<file path="src/rtl/seg7_scan8.sv">
// rtl/seg7_scan8.sv - eight-digit multiplexed 7-segment scanner with frame snapshots and anode dead time
// Digits are latched once per frame so a whole frame always shows one consistent set of inputs.

module seg7_scan8 #(
    parameter int PRESCALE  = 12500,
    parameter int BLANK_CYC = 250,
    parameter bit HEX_MODE  = 1'b1
) (
    input  logic        clk,
    input  logic        rst,
    input  logic [31:0] digits,
    input  logic [7:0]  dig_en,
    input  logic [7:0]  dp,
    output logic [6:0]  HEX0,
    output logic        DP,
    output logic [7:0]  AN,
    output logic        frame_start
);

    localparam logic [15:0] CNT_LAST  = 16'(PRESCALE - 1);
    localparam logic [15:0] BLANK_END = 16'(BLANK_CYC);

    logic [15:0] cnt_q, cnt_d;
    logic [2:0]  idx_q, idx_d;
    logic [31:0] snap_digits_q, snap_digits_d;
    logic [7:0]  snap_en_q, snap_en_d;
    logic [7:0]  snap_dp_q, snap_dp_d;
    logic        first_pending_q, first_pending_d;
    logic [7:0]  an_q, an_d;
    logic [6:0]  hex_q, hex_d;
    logic        dp_q, dp_d;
    logic        frame_start_q, frame_start_d;

    logic        tick;
    logic        load;
    logic [3:0]  cur_val;
    logic        cur_en;

    // Active-low glyphs, bit order g..a.
    function automatic logic [6:0] glyph(input logic [3:0] v);
        logic [6:0] g;
        g = 7'b1111111;
        case (v)
            4'h0: g = 7'b1000000;
            4'h1: g = 7'b1111001;
            4'h2: g = 7'b0100100;
            4'h3: g = 7'b0110000;
            4'h4: g = 7'b0011001;
            4'h5: g = 7'b0010010;
            4'h6: g = 7'b0000010;
            4'h7: g = 7'b1111000;
            4'h8: g = 7'b0000000;
            4'h9: g = 7'b0010000;
            4'hA: g = HEX_MODE ? 7'b0001000 : 7'b1111111;
            4'hB: g = HEX_MODE ? 7'b0000011 : 7'b1111111;
            4'hC: g = HEX_MODE ? 7'b1000110 : 7'b1111111;
            4'hD: g = HEX_MODE ? 7'b0100001 : 7'b1111111;
            4'hE: g = HEX_MODE ? 7'b0000110 : 7'b1111111;
            4'hF: g = HEX_MODE ? 7'b0001110 : 7'b1111111;
            default: g = 7'b1111111;
        endcase
        return g;
    endfunction

    always_comb begin
        tick  = (cnt_q == CNT_LAST);
        cnt_d = tick ? 16'd0 : cnt_q + 16'd1;
        idx_d = tick ? idx_q + 3'd1 : idx_q;

        // Reload on the last cycle of digit 7 so digit 0 of the next slot already sees the new frame.
        load            = (tick && (idx_q == 3'd7)) || first_pending_q;
        snap_digits_d   = load ? digits : snap_digits_q;
        snap_en_d       = load ? dig_en : snap_en_q;
        snap_dp_d       = load ? dp     : snap_dp_q;
        first_pending_d = 1'b0;
        frame_start_d   = load;

        cur_val = snap_digits_q[{idx_q, 2'b00} +: 4];
        cur_en  = snap_en_q[idx_q];

        // The first BLANK_CYC cycles of every slot keep all anodes dark to stop ghosting.
        an_d  = (cur_en && (cnt_q >= BLANK_END)) ? ~(8'b1 << idx_q) : 8'hFF;
        hex_d = cur_en ? glyph(cur_val) : 7'h7F;
        dp_d  = cur_en ? ~snap_dp_q[idx_q] : 1'b1;
    end

    always_ff @(posedge clk) begin
        if (rst) begin
            cnt_q           <= 16'd0;
            idx_q           <= 3'd0;
            snap_digits_q   <= 32'd0;
            snap_en_q       <= 8'd0;
            snap_dp_q       <= 8'd0;
            first_pending_q <= 1'b1;
            an_q            <= 8'hFF;
            hex_q           <= 7'h7F;
            dp_q            <= 1'b1;
            frame_start_q   <= 1'b0;
        end else begin
            cnt_q           <= cnt_d;
            idx_q           <= idx_d;
            snap_digits_q   <= snap_digits_d;
            snap_en_q       <= snap_en_d;
            snap_dp_q       <= snap_dp_d;
            first_pending_q <= first_pending_d;
            an_q            <= an_d;
            hex_q           <= hex_d;
            dp_q            <= dp_d;
            frame_start_q   <= frame_start_d;
        end
    end

    assign HEX0        = hex_q;
    assign DP          = dp_q;
    assign AN          = an_q;
    assign frame_start = frame_start_q;

endmodule

</file>
<file path="config.mk">
export PLATFORM = sky130hd
export DESIGN_NAME = seg7_scan8
export DESIGN_NICKNAME = d
export VERILOG_FILES = /design/src/rtl/seg7_scan8.sv
export SDC_FILE = /design/constraint.sdc
export NUM_CORES = 1
export LEC_CHECK = 0
export CORE_ASPECT_RATIO = 1.5
export CORE_MARGIN = 5
export CORE_UTILIZATION = 40
export DETAILED_ROUTE_END_ITERATION = 8
export PLACE_DENSITY = 0.69
export SYNTH_ARGS = -nofsm -noshare
export SYNTH_HDL_FRONTEND = slang
export SYNTH_SLANG_ARGS = --single-unit
export TNS_END_PERCENT = 100
</file>
<file path="constraint.sdc">
create_clock -name clk -period 5.3 [get_ports clk]
set_input_delay 1.325 -clock clk [delete_from_list [all_inputs] [get_ports clk]]
set_output_delay 1.325 -clock clk [all_outputs]
set_load 0.02 [all_outputs]
</file>
==> results.tsv, run 1 <==
metric	value	unit
status	complete, no violations	
worst_pin_slew	0.975	ns
numCtsBuffers	9	
synth_compound_area_frac	0.0398	
p_comb_frac	0.089	
yosysUniqueCellTypes	42	
final_area	4700	µm²
nets	483	
synth_top_cells_by_area	dfxtp_1 46%, mux2i_1 15%, nor2_1 7.6%	
synth-edff-count	0	
crit_type	register to register	
core_area	9150	µm²
initial_core_util	0.402	
die_x	88.3	µm
yosys.area_share.simple	0.154	
area_growth	27.8	%
n_fill_cell	848	
path_clk_slew	0.06	ns
cts_tree	built	
cp-end-kind	register	
synth.net_count	425	
cts_sinks	85	
setup_tns	0	ns
n_antenna_cell	0	
die_h	127	µm
rows	43	
cp_max_fo	27	
relSlewSlack	0.350	
start_kind	register	
grt_pass1_wl	12200	µm
synth_top_cell_area_share	0.463	
ctsHtreeMaxLevel	3	
viasPerCell	4.97	
grt-ovfl-total	0	
dpl.hpwl	5460	µm
drt_iter0_markers	87	
p_sw	0.000325	W
async_flop_share	0	
vias	2665	
power.share.sequential	0.456	
syn_inst	361	
synth-seq-area-share	0.463	
post-route-min-period	2.92	ns
rsz0062_at_grt	no	
die-area	11300	µm²
drive_above_1_share	0.0991	
finalSetupViolCount	0	
synth_area	3680	µm²
post_drt_wl_per_cell	14.3	µm
seq_area	1700	µm²
critPathLaunch	idx_q[1]	
synth_top_family_by_area	multiplexers	
wirelength	7670	µm
numPortBuffers	66	
muxShareOfSynthArea	0.220	
cts_hold_buf	0	
grt_pass1_vias	2615	
synth_ff_type	dfxtp_1	
r2r_start	idx_q[1]	
cts_root_buffer	clkbuf_16	
finalCritPeriodShare	0.550	
drv_slew	0	
io_pins	67	
skew	0.00604	ns
dp.cells	520	
drt.antenna.violating_nets	0	
placed_area	4380	µm²
grt_max_degree	56	
pwr-share-clk	0.455	
clock_latency	0.34	ns
synth-seq-cells	85	
sw_frac_of_total	0.218	
grtUsageTotal	0.141	
layout_common_cells	85 x dfxtp_1, 74 x nor2_1, 65 x clkdlybuf4s50_1	
synth_xor_area_frac	0.0357	
pwr_density_cell	317	nW/µm²
multi_input_area	1830	µm²
fmax	343	MHz
synth_fa_ha_area_frac	0.0476	
min_path_type	register to register	
synth_warnings	0	
syn_area_per_cell	10.2	µm²
p_int	0.00117	W
dr.pass1.iters	4	
power.leakage	1.91	nW
drc	0	
clockBufferDepth	2	
hold_start	cnt_q[0]	
worstPathArrival	3.10	ns
worst-endpoint-required	5.49	ns
cap_violations	0	
gp_congestion	0.748	
antenna_found_initial	0	
finalHoldViolations	0	
peakVddDrop	209	µV
postCtsSetupBuffers	0	
synth.largest_area_cell	dfxtp_1	
cts_resized	0	
final_common_cell	dfxtp_1	
layout.cells.non_filler	536	
==> Yosys cell counts (all sizes together) (4+ instances only) <==
library cell and n:
nand2 20, mux2i 54, nor3 7, inv 9
nand3 12, xor2 8, a21oi 4, clkbuf 13
mux4 10, xnor2 7, buf 8, dfxtp 85
nor2 74, ha 14, mux2 4
==> metrics by stage <==
step / total power, W / utilization / setup WS [ns] / hold WS, ns
after floorplan: 0.000769 / - / 2.82 / 0.430
after global placement: 0.000823 / 0.479 / 2.43 / 0.442
after detailed placement: 0.000827 / 0.479 / 2.38 / 0.462
after CTS: 0.00150 / 0.514 / 2.36 / 0.471
after global routing: 0.00155 / 0.514 / 2.16 / 0.497
final: 0.00149 / 0.514 / 2.38 / 0.471
==> worst paths after layout <==
path                                         end  slack (ns)  depth (start not counted)
worst max-delay path            snap_digits_q[1]        2.38                          7
worst min-delay path                    cnt_q[0]        0.47                          1
worst max register to register  snap_digits_q[1]        2.38                          7
worst min register to register          cnt_q[0]        0.47                          1
==> power groups by stage <==
stage	clock network (W)	logic, W	registers [W]
2_1_floorplan	0	0.0000766	0.000693
3_3_place_gp	0	0.000130	0.000693
3_5_place_dp	0	0.000133	0.000694
4_1_cts	0.000688	0.000134	0.000680
5_1_grt	0.000718	0.000145	0.000683
6_report	0.000677	0.000133	0.000680
==> flip-flops by register name (all words and copies together), names as in the netlist <==
| signal | count |
|---|---|
| snap_digits_q | 32 |
| cnt_q | 16 |
| AN | 8 |
| snap_dp_q | 8 |
| snap_en_q | 8 |
| HEX0 | 7 |
| idx_q | 3 |
| DP | 1 |
| first_pending_q | 1 |
| frame_start | 1 |
==> final cells by class <==
class / instances / share of cell area
flip-flops and latches: 85 / 0.362
multi-input cells: 246 / 0.389
clock inverters: 6 / 0.0184
well taps: 112 / 0.0298
inverters: 9 / 0.00718
repair buffers: 68 / 0.143
clock buffers: 10 / 0.0508
==> worst max-delay path, cell delays in order (launching register included) <==
cell and delay (ns):
dfxtp_1 0.80, ha_1 0.30, ha_1 0.17, inv_1 0.04
o41a_2 0.78, buf_4 0.40, mux2i_1 0.21, nor2_1 0.06
==> cells by family (layout without fill, tap and decap cells) <==
| family | count (synthesis) | count (layout) |
|---|---|---|
| flip-flops | 85 | 85 |
| adder cells (fa/ha/maj) | 14 | 14 |
| multiplexers | 68 | 68 |
| XOR/XNOR | 15 | 15 |
| AO/OA/AOI/OAI | 19 | 19 |
| buffers and inverters | 30 | 93 |
| AND/OR/NAND/NOR | 130 | 130 |
==> metal layers <==
layer,global-route usage,vias to the layer above,part of all wire
met5,0,-,0
li1,-,1349,-
met3,0.0387,8,0.049
met4,0.0534,0,0.016
met1,0.162,1243,0.41
met2,0.244,65,0.52
Note: power is estimated with default switching activity, not from simulation.
==> run 2, diff against run 1 <==
- clock period: 5.3 -> 2.8 ns (I/O delays scaled with it)
==> results.tsv, run 2 (synthesis gave the netlist of run 1 again) <==
metric	value	unit
die_h	127	µm
largest-register	snap_digits_q	
drt.antenna.violating_nets	0	
holdPathEnd	cnt_q[0]	
ctsHtreeMaxLevel	3	
cts_hold_buf	0	
post-route-min-period	2.35	ns
nets	489	
finalHoldViolations	0	
cpPeakStageDelay	0.66	ns
dr.pass1.iters	4	
hold_start	cnt_q[0]	
power.share.sequential	0.488	
postCtsSetupBuffers	0	
path_clk_slew	0.06	ns
layout_common_cells	85 x dfxtp_1, 74 x nor2_1, 65 x clkdlybuf4s50_1	
cpMostUsedCell	ha_1	
layout.cells.non_filler	542	
worst-endpoint-required	3.01	ns
crit_type	register to register	
die_x	88.3	µm
worstPathArrival	2.56	ns
min_path_type	register to register	
ff2ff_setup_slack	0.45	ns
cts_resized	0	
wirelength	7630	µm
grt_pass1_wl	12500	µm
worst_hold_path.num_cells	1	
gp_congestion	0.795	
p_comb_frac	0.096	
r2r_start	idx_q[1]	
dp.cells	526	
vias	2700	
area_growth	27.8	%
numCtsBuffers	9	
n_antenna_cell	0	
cts_sinks	85	
p_sw	0.000587	W
r2r_cells	7	
p_int	0.00205	W
cts_root_buffer	clkbuf_16	
pwr-share-clk	0.416	
cp_max_fo	27	
skew	0.00519	ns
peakVddDrop	341	µV
grt_max_degree	39	
path_delay_family	flip-flops	
relSlewSlack	0.639	
numPortBuffers	66	
drive_above_1_share	0.109	
finalCritPeriodShare	0.838	
drt_iter0_markers	134	
rows	43	
grt-ovfl-total	0	
die-area	11300	µm²
grt_pass1_vias	2663	
clockBufferDepth	2	
drc	0	
cp-end-kind	register	
largest_reg_flops	32	
dpl.hpwl	5670	µm
finalSetupViolCount	0	
final_common_cell	dfxtp_1	
critPathBufInv	2	
top_regs	snap_digits_q: 32 flops, cnt_q: 16 flops	
setup_tns	0	ns
start_kind	register	
sw_frac_of_total	0.223	
clock_latency	0.33	ns
viasPerCell	4.98	
core_area	9150	µm²
cap_violations	0	
critPathSlowestCell	dfxtp_1	
cts_tree	built	
r2r_end	snap_dp_q[4]	
path_cells	ha_1 -> ha_1 -> inv_1 -> o41a_2 -> buf_4 -> mux2i_1 -> nor2_1	
status	complete, no violations	
rsz0062_at_grt	no	
grtUsageTotal	0.143	
io_pins	67	
worst_pin_slew	0.541	ns
pwr_density_cell	561	nW/µm²
power.leakage	1.92	nW
post_drt_wl_per_cell	14.1	µm
fmax	426	MHz
drv_slew	0	
initial_core_util	0.402	
antenna_found_initial	0	
## run 2: metrics by stage
step / setup WS (ns) / utilization / hold WS [ns] / cell area (µm²) / total power [W]
2_1_floorplan: 0.319 / - / 0.430 / 3680 / 0.00146
3_3_place_gp: 0.512 / 0.483 / 0.451 / 4420 / 0.00156
3_5_place_dp: 0.459 / 0.483 / 0.461 / 4420 / 0.00157
4_1_cts: 0.448 / 0.514 / 0.475 / 4700 / 0.00266
5_1_grt: 0.282 / 0.514 / 0.491 / 4700 / 0.00274
6_report: 0.453 / 0.514 / 0.463 / 4700 / 0.00264
## run 2: layout make-up
cell class                 instances  area (µm²)
clock inverter                     4        22.5
fill                             869        4450
inverter                           9        33.8
clock buffer                      12         256
multi-input combinational        246        1830
tap                              112         140
sequential                        85        1700
timing repair buffer              74         716
## run 2: power groups by stage
stage / Sequential (W) / Clock, W / Combinational, W
after global placement: 0.00131 / 0 / 0.000248
after CTS: 0.00129 / 0.00112 / 0.000256
after detailed placement: 0.00131 / 0 / 0.000254
after global routing: 0.00129 / 0.00117 / 0.000277
after floorplan: 0.00131 / 0 / 0.000145
final: 0.00129 / 0.00110 / 0.000252
## run 2: how the worst max path moves through the flow
stage | from | end | depth (start not counted)
final | idx_q[1] | snap_dp_q[4] | 7
after global placement | idx_q[0] | HEX0[4] | 8
after detailed placement | idx_q[1] | snap_dp_q[4] | 7
after CTS | idx_q[1] | snap_dp_q[4] | 7
after global routing | idx_q[1] | snap_dp_q[4] | 7
after floorplan | idx_q[0] | HEX0[4] | 9
## run 2: per-layer routing
metal / wire length (µm) / GRT usage
met3: 277 / 0.0342
met4: 179 / 0.0632
met1: 3240 / 0.171
met5: 0 / 0
met2: 3930 / 0.239
==> run 3, diff against run 2 <==
- PLACE_DENSITY: 0.69 -> 0.71
- clock period: 2.8 -> 1.95 ns (I/O delays scaled with it)
==> results.tsv, run 3 (synthesis gave the netlist of run 1 again) <==
metric	value	unit
status	complete, but fails checks	
violations	setup timing	
numCtsBuffers	9	
worst-endpoint-required	2.16	ns
worst_slack	-0.0314	ns
area_growth	39.8	%
relSlewSlack	0.699	
clockBufferDepth	2	
start_kind	register	
setup_tns	-0.0766	ns
io_pins	67	
ctsHtreeMaxLevel	3	
largest-register	snap_digits_q	
rows	43	
dpl.hpwl	6190	µm
fmax	505	MHz
pwr_density_cell	781	nW/µm²
cts_sinks	85	
initial_core_util	0.402	
finalSetupViolCount	5	
numPortBuffers	66	
drt.antenna.violating_nets	0	
clock_latency	0.34	ns
top_regs	snap_digits_q: 32 flops, cnt_q: 16 flops	
drive_above_1_share	0.220	
drv_slew	0	
rsz0062_at_grt	yes	
finalHoldViolations	0	
n_antenna_cell	0	
finalCritPeriodShare	1.02	
min_path_type	primary input to register	
die_h	127	µm
layout_common_cells	82 x dfxtp_1, 73 x nor2_1, 65 x clkdlybuf4s50_1	
drc	0	
drt_iter0_markers	103	
nets	516	
cap_violations	0	
core_area	9150	µm²
die-area	11300	µm²
post_drt_wl_per_cell	14.8	µm
grtUsageTotal	0.157	
skew	0.00573	ns
critPathSlowestCell	mux4_2	
grt_pass1_vias	2876	
final_common_cell	dfxtp_1	
crit_type	register to register	
utilization	0.562	
worst_hold_path.num_cells	1	
path_clk_slew	0.06	ns
largest_reg_flops	32	
cts_root_buffer	clkbuf_16	
die_x	88.3	µm
viasPerCell	4.97	
worstPathArrival	2.19	ns
cts_tree	built	
cpPeakStageDelay	0.55	ns
peakVddDrop	506	µV
vias	2819	
post-route-min-period	1.98	ns
dr.pass1.iters	4	
power.leakage	2.10	nW
path_cells	mux4_2 -> mux2i_4 -> inv_2 -> ha_4 -> mux2_4 -> nand2_2 -> o311ai_2	
cp_max_fo	6	
antenna_found_initial	0	
grt_pass1_wl	13500	µm
grt-ovfl-total	0	
worst_pin_slew	0.452	ns
grt_max_degree	47	
wirelength	8420	µm
r2r_cells	7	
cts_hold_buf	0	
cp-end-kind	register	
gp_congestion	0.796	
==> run 3: changes by cell type in the layout (fill, tap and decap cells not counted), sizes merged <==
cell      change
bufinv        +2
buf          +26
mux2          +1
clkinv        -3
clkinvlp      -1
==> run 3: what timing repair did <==
action                                  in CTS  in global routing
endpoints found under the setup margin      55                 63
endpoints found under the hold margin        0                  0
pin swaps                                    5                  7
gates cloned                                 0                  1
resized for setup                            7                 25
buffers inserted                             3                  3
==> run 3: path summary, 6_finish.rpt <==
path	endpoint	start	slack (ns)
setup / recovery	HEX0[4]	idx_q[0]	-0.03
setup reg to reg	HEX0[4]	idx_q[0]	-0.03
hold / removal	first_pending_q	rst	0.40
hold reg to reg	cnt_q[0]	cnt_q[0]	0.48
==> run 3: report_power, final <==
part	total, W	internal, W	switching, W
combinational	0.000433	0.000251	0.000182
sequential	0.00185	0.00181	0.0000414
clock	0.00173	0.00111	0.000622
==> run 3: through the flow <==
stage	instance area (µm²)	power [W]	hold slack, ns	instances	setup slack [ns]
after floorplan	3740	0.00210	0.430	361	-0.198
after global placement	4670	0.00228	0.443	546	-0.0494
after detailed placement	4670	0.00229	0.468	546	-0.158
after CTS	5010	0.00403	0.397	563	-0.0506
after global routing	5140	0.00417	0.401	567	-0.137
final	5140	0.00401	0.402	567	-0.0314
==> run 3: cell type report <==
type	count	area [µm²]
fill	824	4010
multi-input combinational	247	1990
sequential	85	1710
timing repair buffer	100	968
clock buffer	12	236
tap	112	140
clock inverter	2	60.1
inverter	9	38.8
==> run 3: worst max-delay path, delay by kind of cell, from the launching register on <==
kind | cells | cell delay [ns]
muxes | 3 | 1.00
DFF | 1 | 0.41
adders and majority gates | 1 | 0.19
buffers and inverters | 1 | 0.10
AOI/OAI and AO/OA | 1 | 0.10
and+or+nand+nor | 1 | 0.07
==> run 3: layer usage <==
layer	vias to the layer above	wire length, µm	global-route usage
li1	1418	-	-
met1	1323	3260	0.170
met2	62	4580	0.273
met3	16	342	0.0316
met4	0	233	0.0943
met5	-	0	0
